`config.mk`:
```
export PLATFORM = sky130hd
export DESIGN_NAME = mvm_operand_sequencer
export DESIGN_NICKNAME = d
export VERILOG_FILES = /design/src/rtl/mvm_pkg.sv /design/src/rtl/mvm_operand_mem.sv /design/src/rtl/mvm_operand_sequencer.sv
export SDC_FILE = /design/constraint.sdc
export NUM_CORES = 1
export LEC_CHECK = 0
export CORE_MARGIN = 2
export CORE_UTILIZATION = 60
export DETAILED_ROUTE_END_ITERATION = 8
export PLACE_DENSITY = 0.79
export SKIP_LAST_GASP = 1
export SLEW_MARGIN = 20
export SYNTH_ARGS = -nofsm -noshare
export SYNTH_HDL_FRONTEND = slang
export SYNTH_HIERARCHICAL = 1
export SYNTH_SLANG_ARGS = --single-unit
```
`constraint.sdc`:
```
create_clock -name clk -period 7.07 [get_ports clk]
set_input_delay 1.414 -clock clk [delete_from_list [all_inputs] [get_ports clk]]
set_output_delay 1.414 -clock clk [all_outputs]
set_load 0.01 [all_outputs]
```
`src/rtl/mvm_pkg.sv`:
```
// Shared types and default sizing for the matrix-vector operand sequencer and its MAC stage.
package mvm_pkg;

    localparam int MVM_W = 10;
    localparam int MVM_M = 4;
    localparam int MVM_N = 4;

    typedef logic signed [MVM_W-1:0] operand_t;

    typedef enum logic [1:0] {
        LOAD_M,
        LOAD_X,
        COMPUTE
    } state_t;

    // Width of a counter/address covering n values, never narrower than one bit.
    function automatic int clog2_min1(input int n);
        return (n > 1) ? $clog2(n) : 1;
    endfunction

endpackage

```
`src/rtl/mvm_operand_mem.sv`:
```
// DEPTH x W register array with one write port and one registered read port.
module mvm_operand_mem
    import mvm_pkg::*;
#(
    parameter int DEPTH = 16,
    parameter int W     = 10,
    localparam int AW   = clog2_min1(DEPTH)
) (
    input  logic                clk,
    input  logic                wr_en,
    input  logic [AW-1:0]       wr_addr,
    input  logic signed [W-1:0] wr_data,
    input  logic                rd_en,
    input  logic [AW-1:0]       rd_addr,
    output logic signed [W-1:0] rd_data
);

    logic signed [W-1:0] mem [DEPTH];

    always_ff @(posedge clk) begin
        if (wr_en) mem[wr_addr] <= wr_data;
        if (rd_en) rd_data <= mem[rd_addr];
    end

endmodule

```
`src/rtl/mvm_operand_sequencer.sv`:
```
// Loads an M x N matrix and N-vector from one stream, then issues (a, b) pairs row by row to the MAC.
module mvm_operand_sequencer
    import mvm_pkg::*;
#(
    parameter int M = MVM_M,
    parameter int N = MVM_N,
    parameter int W = MVM_W
) (
    input  logic                clk,
    input  logic                reset,
    input  logic signed [W-1:0] s_data,
    input  logic                s_valid,
    output logic                s_ready,
    output logic signed [W-1:0] m_a,
    output logic signed [W-1:0] m_b,
    output logic                m_valid,
    output logic                m_first,
    output logic                m_last,
    output logic                busy
);

    localparam int RW  = clog2_min1(M);
    localparam int CW  = clog2_min1(N);
    localparam int MAW = clog2_min1(M * N);

    state_t              state;
    logic [RW-1:0]       row;
    logic [CW-1:0]       col;
    logic                issuing;
    logic                v1, first1, last1, fin1, fin2;
    logic                xfer, row_end, col_end, rd_en;
    logic [MAW-1:0]      mat_addr;
    logic signed [W-1:0] mat_rd, vec_rd;

    assign xfer     = s_valid && s_ready;
    assign row_end  = (row == RW'(M - 1));
    assign col_end  = (col == CW'(N - 1));
    assign rd_en    = (state == COMPUTE) && issuing;
    assign mat_addr = MAW'(row) * MAW'(N) + MAW'(col);

    mvm_operand_mem #(.DEPTH(M * N), .W(W)) u_matrix (
        .clk     (clk),
        .wr_en   (xfer && (state == LOAD_M)),
        .wr_addr (mat_addr),
        .wr_data (s_data),
        .rd_en   (rd_en),
        .rd_addr (mat_addr),
        .rd_data (mat_rd)
    );

    mvm_operand_mem #(.DEPTH(N), .W(W)) u_vector (
        .clk     (clk),
        .wr_en   (xfer && (state == LOAD_X)),
        .wr_addr (col),
        .wr_data (s_data),
        .rd_en   (rd_en),
        .rd_addr (col),
        .rd_data (vec_rd)
    );

    always_ff @(posedge clk) begin
        if (reset) begin
            state   <= LOAD_M;
            row     <= '0;
            col     <= '0;
            issuing <= 1'b0;
            v1      <= 1'b0;
            first1  <= 1'b0;
            last1   <= 1'b0;
            fin1    <= 1'b0;
            fin2    <= 1'b0;
            s_ready <= 1'b0;
            m_a     <= '0;
            m_b     <= '0;
            m_valid <= 1'b0;
            m_first <= 1'b0;
            m_last  <= 1'b0;
            busy    <= 1'b0;
        end else begin
            // Marker pipeline runs alongside the one-cycle memory read.
            v1      <= rd_en;
            first1  <= rd_en && (col == '0);
            last1   <= rd_en && col_end;
            fin1    <= rd_en && row_end && col_end;
            fin2    <= fin1;
            m_valid <= v1;
            m_first <= v1 && first1;
            m_last  <= v1 && last1;
            if (v1) begin
                m_a <= mat_rd;
                m_b <= vec_rd;
            end

            case (state)
                LOAD_M: begin
                    s_ready <= 1'b1;
                    if (xfer) begin
                        if (col_end) begin
                            col <= '0;
                            if (row_end) begin
                                row   <= '0;
                                state <= LOAD_X;
                            end else begin
                                row <= row + 1'b1;
                            end
                        end else begin
                            col <= col + 1'b1;
                        end
                    end
                end
                LOAD_X: begin
                    s_ready <= 1'b1;
                    if (xfer) begin
                        if (col_end) begin
                            col     <= '0;
                            state   <= COMPUTE;
                            s_ready <= 1'b0;
                            busy    <= 1'b1;
                            issuing <= 1'b1;
                        end else begin
                            col <= col + 1'b1;
                        end
                    end
                end
                COMPUTE: begin
                    s_ready <= 1'b0;
                    if (issuing) begin
                        if (col_end) begin
                            col <= '0;
                            if (row_end) begin
                                row     <= '0;
                                issuing <= 1'b0;
                            end else begin
                                row <= row + 1'b1;
                            end
                        end else begin
                            col <= col + 1'b1;
                        end
                    end
                    // Stay busy until the final pair has left the output register.
                    if (fin2) begin
                        state   <= LOAD_M;
                        s_ready <= 1'b1;
                        busy    <= 1'b0;
                    end
                end
                default: state <= LOAD_M;
            endcase
        end
    end

endmodule
```
# == Word level (Yosys, flattened, before mapping) ==
# Memory sizes are Yosys's and may differ from the RTL's. A register that Yosys moved wholly into a read port is not among the register bits.
# Cells that the tools add are included.
# totals
register_bits,37
ramBits,200
input_bits,13
out_inout_bits,25
n_memories,2
# memory_table
name,depth,word_bits,read_ports,rd_clocked_by_memory_dff,write_ports,line,text
u_matrix.mem,16,10,1,1,1,mvm_operand_mem.sv:18,logic signed [W-1:0] mem [DEPTH];
u_vector.mem,4,10,1,1,1,mvm_operand_mem.sv:18,
# classes
addsub,3
eq_ne,12
muxes,32
reduce_logical,22
# op_table
operator,n
2-to-1 mux 2 bit,13
!= test 2 bit (second input constant),7
2-to-1 mux 1 bit,13
logical AND 1 bit,10
AND reduction 3 bit,3
one-hot mux 2 bit (2 select lines),2
equality test 2 bit (second input constant),3
one-hot mux 2 bit (3 select lines),1
AND reduction 6 bit,1
nonzero test 2 bit,3
adder 2 x 1 -> 2 bit (second input constant),2
adder 4 x 2 -> 4 bit,1
zero test 2 bit,2
one-hot mux 1 bit (2 select lines),2
AND reduction 4 bit,1
one-hot mux 1 bit (3 select lines),1
nonzero test 3 bit,1
equality test 2 x 1 -> 1 bit (second input constant),1
!= test 2 x 1 -> 1 bit (second input constant),1
OR reduction 2 bit,1

# == Longest topological paths before layout ==
# Gate-level depths: netlist of run 1.
# depth
ltp_word,5
mapped_depth,5
depth_no_buf,5

# == Modules after synthesis ==
# Netlist of run 1, hierarchy kept.
# modules_own_cells
module,instances,cells_each,area_each_um2,seq_area_each_um2
mvm_operand_mem at u_matrix,1,279,6453.7,5104.9
mvm_operand_mem at u_vector,1,66,1774.2,1501.4
mvm_operand_sequencer,1,158,1585.3,740.7

# == Least setup slack after synthesis of run 1 ==
# OpenSTA, ideal clock, no wires.
# synth_path
path_kind,input to register
startpoint,input s_valid
endpoint,memory u_matrix.mem[0][0] (enable)
setup_ns,0.390
arrival_ns,2.869
setup_slack_ns,3.811
stages,4
n_path_buf,1
path_cell_list,buf_6 and3_2 or3b_1 nor3_1
# synth_between
elab_chain_len,4
# synth_rtl
element,line,text
"start, declared",mvm_operand_sequencer.sv:12,"input logic s_valid,"
logical AND 1 bit,mvm_operand_sequencer.sv:35,assign xfer = s_valid && s_ready;
logical AND 1 bit,mvm_operand_sequencer.sv:43,".wr_en (xfer && (state == LOAD_M)),"
2-to-1 mux 1 bit,mvm_operand_mem.sv:21,if (wr_en) mem[wr_addr] <= wr_data;
2-to-1 mux 1 bit (not written as such),mvm_operand_mem.sv:21,
"end, declared",mvm_operand_mem.sv:18,
# Every way passes these cells.

# == Worst setup path in the final report of run 1 ==
# layout_path
startpoint,input s_valid
endpoint,memory u_matrix.mem[3][6] (enable)
# Same word-level chain as after synthesis.

==> impl_summary.md, run 1 <==
Global routing
The maximum number of pins on one net before global-route repair is 66. The global-route usage over all layers is between 20 and 25%. The total overflow left after global routing is 0.

The number of antenna violations at the first check in global routing is 0. The first global-routing pass estimated 29100 um of wire. The number of global-route vias before repair was 4924.

Floorplanning
The count of pins on the block boundary is 38. From left edge to right edge, the die measures 131.9 um. The floorplan has 46 rows. The vertical die dimension is between 100 and 150 um. For this configuration, the core starts out at a cell density of 61.55%. The core region is 0.01594 mm2. The floorplan step defined a die boundary enclosing 0.01739 mm2.

Placed design
The HPWL reported at the end of detailed placement is 11120 um. Routability-driven placement finished with a final weighted congestion of 0.8018. The count of buffers from port buffering is 37. The worst-case setup slack after placement is 2.981 ns.

Clocking
Buffers inserted during clock tree synthesis total 25. In this run, post-CTS repair resized a total of 0 instances. CTS built an H-tree with a depth of 1.

The longest clock path from root to sink contains 3 buffers. The total setup buffers inserted after CTS is 0. The total clock sinks is 257. Clock tree synthesis selected as its root buffer the cell sky130_fd_sc_hd__clkbuf_16.

The TritonCTS clock tree is built. After clock tree synthesis, the clock-pin slew on the worst setup and hold paths is 0.06 ns. The later-pin clock latency in the skew report is 0.52 ns. Hold repair after CTS inserted 0 buffers.

Run status
The run finished with clean final reports.

STA
Setup repair after global routing left no endpoint under its margin. The worst path setup slack after routing is ~3.6 ns. After layout, the minimum clock period comes to 3.444 ns. The final clock skew is 0.01007 ns. The number of max-slew violations in the final report is 0. The slew at the pin closest to its max-slew limit is 1.039 ns.

Dividing the final minimum period by the clock period gives 48.72%. Setup violations remaining at the end of the flow were counted as 0. In this run the tightest slew margin relative to its limit is 30.50%. The final count of hold timing violations is 0.

The final sum of negative setup slack is 0 ns. The highest clock rate is 290.3 MHz.

Setup path
Data on the critical path is required at its endpoint by 7.21 ns. The critical path in this run is classified as primary input to flop. At the worst endpoint, the arrival time is between 3 and 4 ns. The critical path launch point is s_valid.

STA classifies the critical path startpoint as a primary input. The endpoint identified for the worst register-to-register timing path is u_matrix/mem[7][2]$_DFFE_PP_. Along the worst path, the maximum fanout reaches 10.

For flop-to-flop paths, the worst setup slack is 4.25 ns. The startpoint of the worst-slack reg-to-reg timing path is col[0]$_SDFFE_PP0P_. The kind of end point of the critical path is a flop.

The number of cells on the worst reg-to-reg path is 3. The termination of the worst setup path is u_matrix/mem[3][6]$_DFFE_PP_.

Finish
The library cell used most frequently in the layout, excluding fill and tap cells, is sky130_fd_sc_hd__edfxtp_1. From synthesis to final layout, the design area changed by 13.85%. The number of antenna diodes in the final layout is 0. In the layout the commonest cells are sky130_fd_sc_hd__edfxtp_1, sky130_fd_sc_hd__mux4_2, sky130_fd_sc_hd__clkdlybuf4s50_1, sky130_fd_sc_hd__nor2_1, sky130_fd_sc_hd__dfxtp_1.

The fraction of final layout cells with drive strength greater than 1 is 16.17%. For this run, the post-layout net count is between 500 and 600.

Worst hold path
The path class of the tightest hold or removal check is flop to flop.

Synth
Among all flip-flop cells after synthesis, the most frequent one is sky130_fd_sc_hd__edfxtp_1. The number of warning messages in the yosys log is 6. The number of register bits inferred by synthesis is 257. Yosys mapped a number of flops with a built-in enable equal to 220. The cell area that synthesis handed to floorplanning was 0.009813 mm2.

For this run, asynchronously set or reset flops after synthesis account for 0%. The mean cell area of the mapped netlist is 19.51 um2. Yosys mapped the design onto 44 distinct sky130hd cell types. The synthesized net count is 525.

Sequential cells were found to cover 74.87% of the synthesized design area. The post-synthesis instance total is 503.

Power and ir drop
The leakage power summed over all cells is 0.003561 uW. The post-layout total power is between 3000 and 4000 uW. The power density over the cells is between 200 and 300 mW/mm2. VDD sags by at most 286.3 uV.

Drt
The met3 wirelength from detailed routing is 1183 um. The detailed router finished its first iteration with 495 violations. The top layer reached by signal wires is met4. Dividing the detail-routed wire length by the instance count gives 23.43 um. The first detailed-routing pass took 4 iterations. Using the TritonRoute via totals, the vias-per-cell ratio works out to between 6 and 7.

After detailed routing, the met2 layer carries 8936 um of wire. The detailed router placed 4786 vias in this run. After detailed routing, the number of remaining DRC violations is 0.

For this block, wires on met1 add up to 7921 um. Summed over all layers, the routed wires come to ~18000 um. Once detail routing completed, the nets flagged for antenna violations numbered 0.

Run
The tool flagged a number of max-cap violations equal to 0.
worst min-delay path by stage:
stage / from / endpoint / cells after the start
after floorplan: first1$_SDFF_PP0_ / m_first$_SDFF_PP0_ / 1
after global placement: first1$_SDFF_PP0_ / m_first$_SDFF_PP0_ / 1
after detailed placement: last1$_SDFF_PP0_ / m_last$_SDFF_PP0_ / 1
after CTS: last1$_SDFF_PP0_ / m_last$_SDFF_PP0_ / 1
after global routing: first1$_SDFF_PP0_ / m_first$_SDFF_PP0_ / 1
final: last1$_SDFF_PP0_ / m_last$_SDFF_PP0_ / 1
sequential cells by signal (all words and copies together), names as in the netlist, 2 cells and up:
signal / flops
col: 2
m_a: 10
m_b: 10
row: 2
state: 2
u_matrix/mem: 160
u_matrix/rd_data: 10
u_vector/mem: 40
u_vector/rd_data: 10
power breakdown:
part | switching [uW] | total, uW | internal [uW]
combinational | 53.6 | 94.0 | 40.4
clock | 528 | 1290 | 762
sequential | 7.33 | 1660 | 1650
layer usage:
layer  vias to the layer above  global-route usage (%)
met5                         -                       0
met4                         0                   6.582
met3                        22                   3.345
met2                       179                   35.88
met1                      2462                   31.75
li1                       2123                       -
cells by family after synthesis:
group | after synthesis | share of synthesized area [%]
flops | 257 | 74.87
fa+ha+maj | 9 | 1.148
simple gates | 94 | 4.730
mux | 73 | 14.28
compound gates | 40 | 3.162
buf+inv | 30 | 1.810
Yosys cell counts (2+ instances only):
cell type                    n  area share, %
sky130_fd_sc_hd__dfxtp_1    37            7.5
sky130_fd_sc_hd__a21oi_1     7           0.36
sky130_fd_sc_hd__mux2i_1    23            2.3
sky130_fd_sc_hd__ha_1        9            1.1
sky130_fd_sc_hd__buf_4       2           0.15
sky130_fd_sc_hd__buf_6       4           0.46
sky130_fd_sc_hd__and3b_1     2           0.18
sky130_fd_sc_hd__nand4_1     4           0.25
sky130_fd_sc_hd__nand3_1     3           0.15
sky130_fd_sc_hd__o31ai_1     3           0.23
sky130_fd_sc_hd__buf_2       3           0.15
sky130_fd_sc_hd__mux4_2     38            8.7
sky130_fd_sc_hd__inv_1       9           0.34
sky130_fd_sc_hd__buf_8       2           0.31
sky130_fd_sc_hd__mux4_1     12            3.2
sky130_fd_sc_hd__nand2_1    18           0.69
sky130_fd_sc_hd__and2_1      7           0.45
sky130_fd_sc_hd__and3_2      2           0.15
sky130_fd_sc_hd__nand3b_1    2           0.15
sky130_fd_sc_hd__edfxtp_1  220             67
sky130_fd_sc_hd__nor2_1     34            1.3
sky130_fd_sc_hd__nand2b_1    4           0.25
sky130_fd_sc_hd__nor3_1      4           0.20
sky130_fd_sc_hd__clkbuf_1    4           0.15
sky130_fd_sc_hd__buf_1       5           0.19
sky130_fd_sc_hd__and3_1      3           0.19
sky130_fd_sc_hd__a22oi_1    20            1.5
sky130_fd_sc_hd__nor2b_1     6           0.38
stage by stage:
stage	instances	hold WS, ns	cell area, um2	utilization (%)
CTS	785	0.4260	11160	69.97
detailed placement	739	0.4113	10340	64.89
finish	785	0.4239	11170	70.08
floorplan	503	0.4057	9813	-
global placement	739	0.4109	10340	64.89
global route	785	0.4616	11170	70.08
area by class of cell:
cell class	count	area, um2
multi-input combinational	216	2303
fill	974	4771
clock inverter	12	118.9
tap	216	270.3
timing repair buffer	41	400.4
inverter	9	33.78
sequential	257	7353
clock buffer	34	691.9
critical path, stage by stage:
cell and delay, ns:
sky130_fd_sc_hd__clkdlybuf4s50_1 0.70, sky130_fd_sc_hd__and3_2 0.32, sky130_fd_sc_hd__or3b_1 0.46, sky130_fd_sc_hd__nor2_1 0.68
No activity file was read; power rests on OpenSTA's default activity.
==> run 2: changes to the inputs <==
Settings changed: CORE_UTILIZATION 60 to 54, PLACE_DENSITY 0.79 to 0.75.
Clock period 7.07 ns to 3 ns, I/O delays scaled along.
==> run 2 against run 1 <==
Hold slack better by 0.0022 ns. Combinational power increased by 140%. Count of clock-buffer cells in the layout down 7. Worst setup slack worse by 3.0 ns. Clock power grew 130%. Clock skew up 0.0081 ns. Non-clock buffer count increased by 24. Sequential power grew 140%. Cell count rose by 5.0%.
==> impl_summary.md, run 2 (same netlist as run 1, synthesis figures left out) <==
Clocking
The total clock sinks is 257 (unchanged). The total setup buffers inserted after CTS is 0 (unchanged). The later-pin clock latency in the skew report is 0.53 ns (was 0.52 ns).

The number of resized instances in the post-cts repair step came to 0 (unchanged). The root buffer cell is sky130_fd_sc_hd__clkbuf_16 (unchanged). The hold buffer count at CTS is 0 (unchanged). The largest buffer count on any clock path is 3 (unchanged).

The number of buffers inserted during clock tree synthesis is 26 (was 25). The TritonCTS clock tree is built (unchanged). The clock input transition at the sequential cells of the worst setup and hold paths is 0.06 ns (about the same).

The level count of the clock H-tree is 1 (unchanged).

Drt
The count of unresolved DRC violations after routing is 0 (unchanged). The length of the first detailed-routing pass in iterations is 7 (was 4). The overall via count from detail_route came to 4934 (was 4786).

The violation count after the first detailed-route iteration is 502 (was 495). The total routed wirelength is 18850 um (was 18390 um). The final routed wire length divided by cell count came to 22.87 um (was 23.43 um). The average via count per standard cell was 5.988 (was 6.097). The count of antenna-violating nets left after detailed routing was 0 (unchanged).

Setup path
The kind of end point of the critical path is a flop (unchanged). The worst-case reg-to-reg path depth was 3 (unchanged). The required time of the critical path is 3.16 ns (was 7.21 ns).

The startpoint class of the critical path is a flop (was primary input). The critical path class is flop to flop (was primary input to flop). The signal arrival time at the worst endpoint was 2.56 ns (was 3.58 ns). The largest fanout on the critical path came to 44 (was 10).

STA
The highest clock rate is 417.9 MHz. After layout, the worst path uses 79.77% of the clock period. The final count of hold timing violations came to 0 (unchanged). The final clock skew was 0.01819 ns (was 0.01007 ns). The tightest hold margin came to 0.4260 ns (was 0.4239 ns). The number of setup violations in the final report is 0 (unchanged).

The final sum of negative setup slack is 0 ns (unchanged). The relative max-transition margin is 38.28% (was 30.50%). The number of max-slew violations in the final report is 0 (unchanged). The post-route minimum period is between 2 and 2.5 ns.

The slew at the pin closest to its max-slew limit is 0.9230 ns (was 1.039 ns). Unrepaired setup endpoints after global routing: no (unchanged).

Finish
Most frequent cells in the layout: sky130_fd_sc_hd__edfxtp_1, sky130_fd_sc_hd__mux4_2, sky130_fd_sc_hd__clkdlybuf4s50_1, sky130_fd_sc_hd__nor2_1, sky130_fd_sc_hd__dfxtp_1 (unchanged). The area growth from synthesis to layout is 15.70% (was 13.85%). The fraction of final layout cells with drive strength greater than 1 is 18.66% (was 16.17%). The register name with the most flops is u_matrix/mem (unchanged).

The most common library cell in the layout ignoring fill and taps is sky130_fd_sc_hd__edfxtp_1 (unchanged). Regs by FF count: u_matrix/mem: 160 flops, u_vector/mem: 40 flops (unchanged). The final-stage net count is 597 (was 572). The number of flip-flops in the largest register came to 160 (unchanged).

The number of inserted diodes is 0 (unchanged). The filler cell count is 1194 (was 974).

Power and ir drop
The worst vdd rail ir drop is 498.9 uV (was 286.3 uV). The leakage power summed over all cells is 0.003680 uW (was 0.003561 uW). The power density over the cells was 630.1 mW/mm2 (was 272.2 mW/mm2).

Worst hold path
The count of cells along the worst hold path is 1 (unchanged). The path type of the worst min-delay path is flop to flop (unchanged).

Global routing
The leftover overflow at the end of global routing is 0 (unchanged). The number of global-route vias before repair was 5116 (was 4924). The maximum number of pins on one net before global-route repair is 45 (was 66). The global-route usage over all layers is 20.09% (was 22.09%). The number of antenna violations at the first check in global routing is 0 (unchanged). The wire length of the first global-routing pass was 29880 um (was 29100 um).

Floorplanning
The initial core utilization is 54.82% (was 61.55%). The placeable core region is 0.01790 mm2 (was 0.01594 mm2). The count of pins on the block boundary came to 38 (unchanged). The area enclosed by the die boundary is 0.01927 mm2 (was 0.01739 mm2). The vertical die dimension was 138.8 um (was 131.9 um).

The count of standard-cell rows came to 49 (was 46). The width of the chip came to 138.8 um (was 131.9 um).

Placed design
The HPWL reported at the end of detailed placement is 12050 um (was 11120 um). The final RePlAce weighted congestion is 0.8295 (was 0.8018). The count of buffers from port buffering was 37 (unchanged).

Run
The max capacitance violation total came to 0 (unchanged).

Run status
Status: completed (unchanged).
==> run 2: cell types whose count changed in the layout (fill, tap and decap cells not counted), sizes merged <==
cell	delta
buf	+24
clkbuf	-7
clkinvlp	-1
inv	-2
clkinv	+12
==> run 2: routing by layer <==
metal / part of all wire, % / global-route usage (%) / vias to the layer above
met1: 44 / 28.74 / 2558
met5: 0 / 0 / -
met3: 4.5 / 3.211 / 41
li1: - / - / 2176
met2: 49 / 32.67 / 159
met4: 2.8 / 5.848 / 0
==> run 2: path summary, 6_finish.rpt <==
path,slack (ns),endpoint,from
setup reg to reg,0.61,u_vector/mem[1][2]$_DFFE_PP_,col[0]$_SDFFE_PP0P_
setup / recovery,0.61,u_vector/mem[1][2]$_DFFE_PP_,col[0]$_SDFFE_PP0P_
hold reg to reg,0.43,m_last$_SDFF_PP0_,last1$_SDFF_PP0_
hold / removal,0.43,m_last$_SDFF_PP0_,last1$_SDFF_PP0_
==> run 2: worst max-delay path: stages (launching register included) <==
cell	delay [ns]
sky130_fd_sc_hd__dfxtp_4	0.82
sky130_fd_sc_hd__buf_4	0.35
sky130_fd_sc_hd__buf_4	0.30
sky130_fd_sc_hd__and3b_1	0.56
==> run 2: final cells by class <==
class	count	area, um2	area share [%]
inverters	9	33.78	0.2976
multi-input cells	216	2288	20.16
repair buffers	65	580.6	5.114
clock inverters	21	156.4	1.378
well taps	229	286.5	2.524
clock buffers	27	654.4	5.764
flip-flops and latches	257	7353	64.77
==> run 2: power breakdown <==
group	switching (uW)	leakage [uW]	internal [uW]	total, uW
sequential	27.1	0.00228	3890	3920
combinational	123	0.000998	99.3	223
clock	1270	0.000402	1750	3020
total	1420	0.00368	5740	7150
==> run 2: per-stage QoR <==
step	cells	instance area, um2	worst slack [ns]	total power [uW]	util, %
after global routing	824	11350	0.4181	7374	63.42
final	824	11350	0.6069	7154	63.42
after CTS	824	11350	0.5452	7208	63.41
after global placement	776	10540	0.4781	4204	58.88
after detailed placement	776	10540	0.4496	4215	58.88
after floorplan	503	9813	0.5553	4114	-
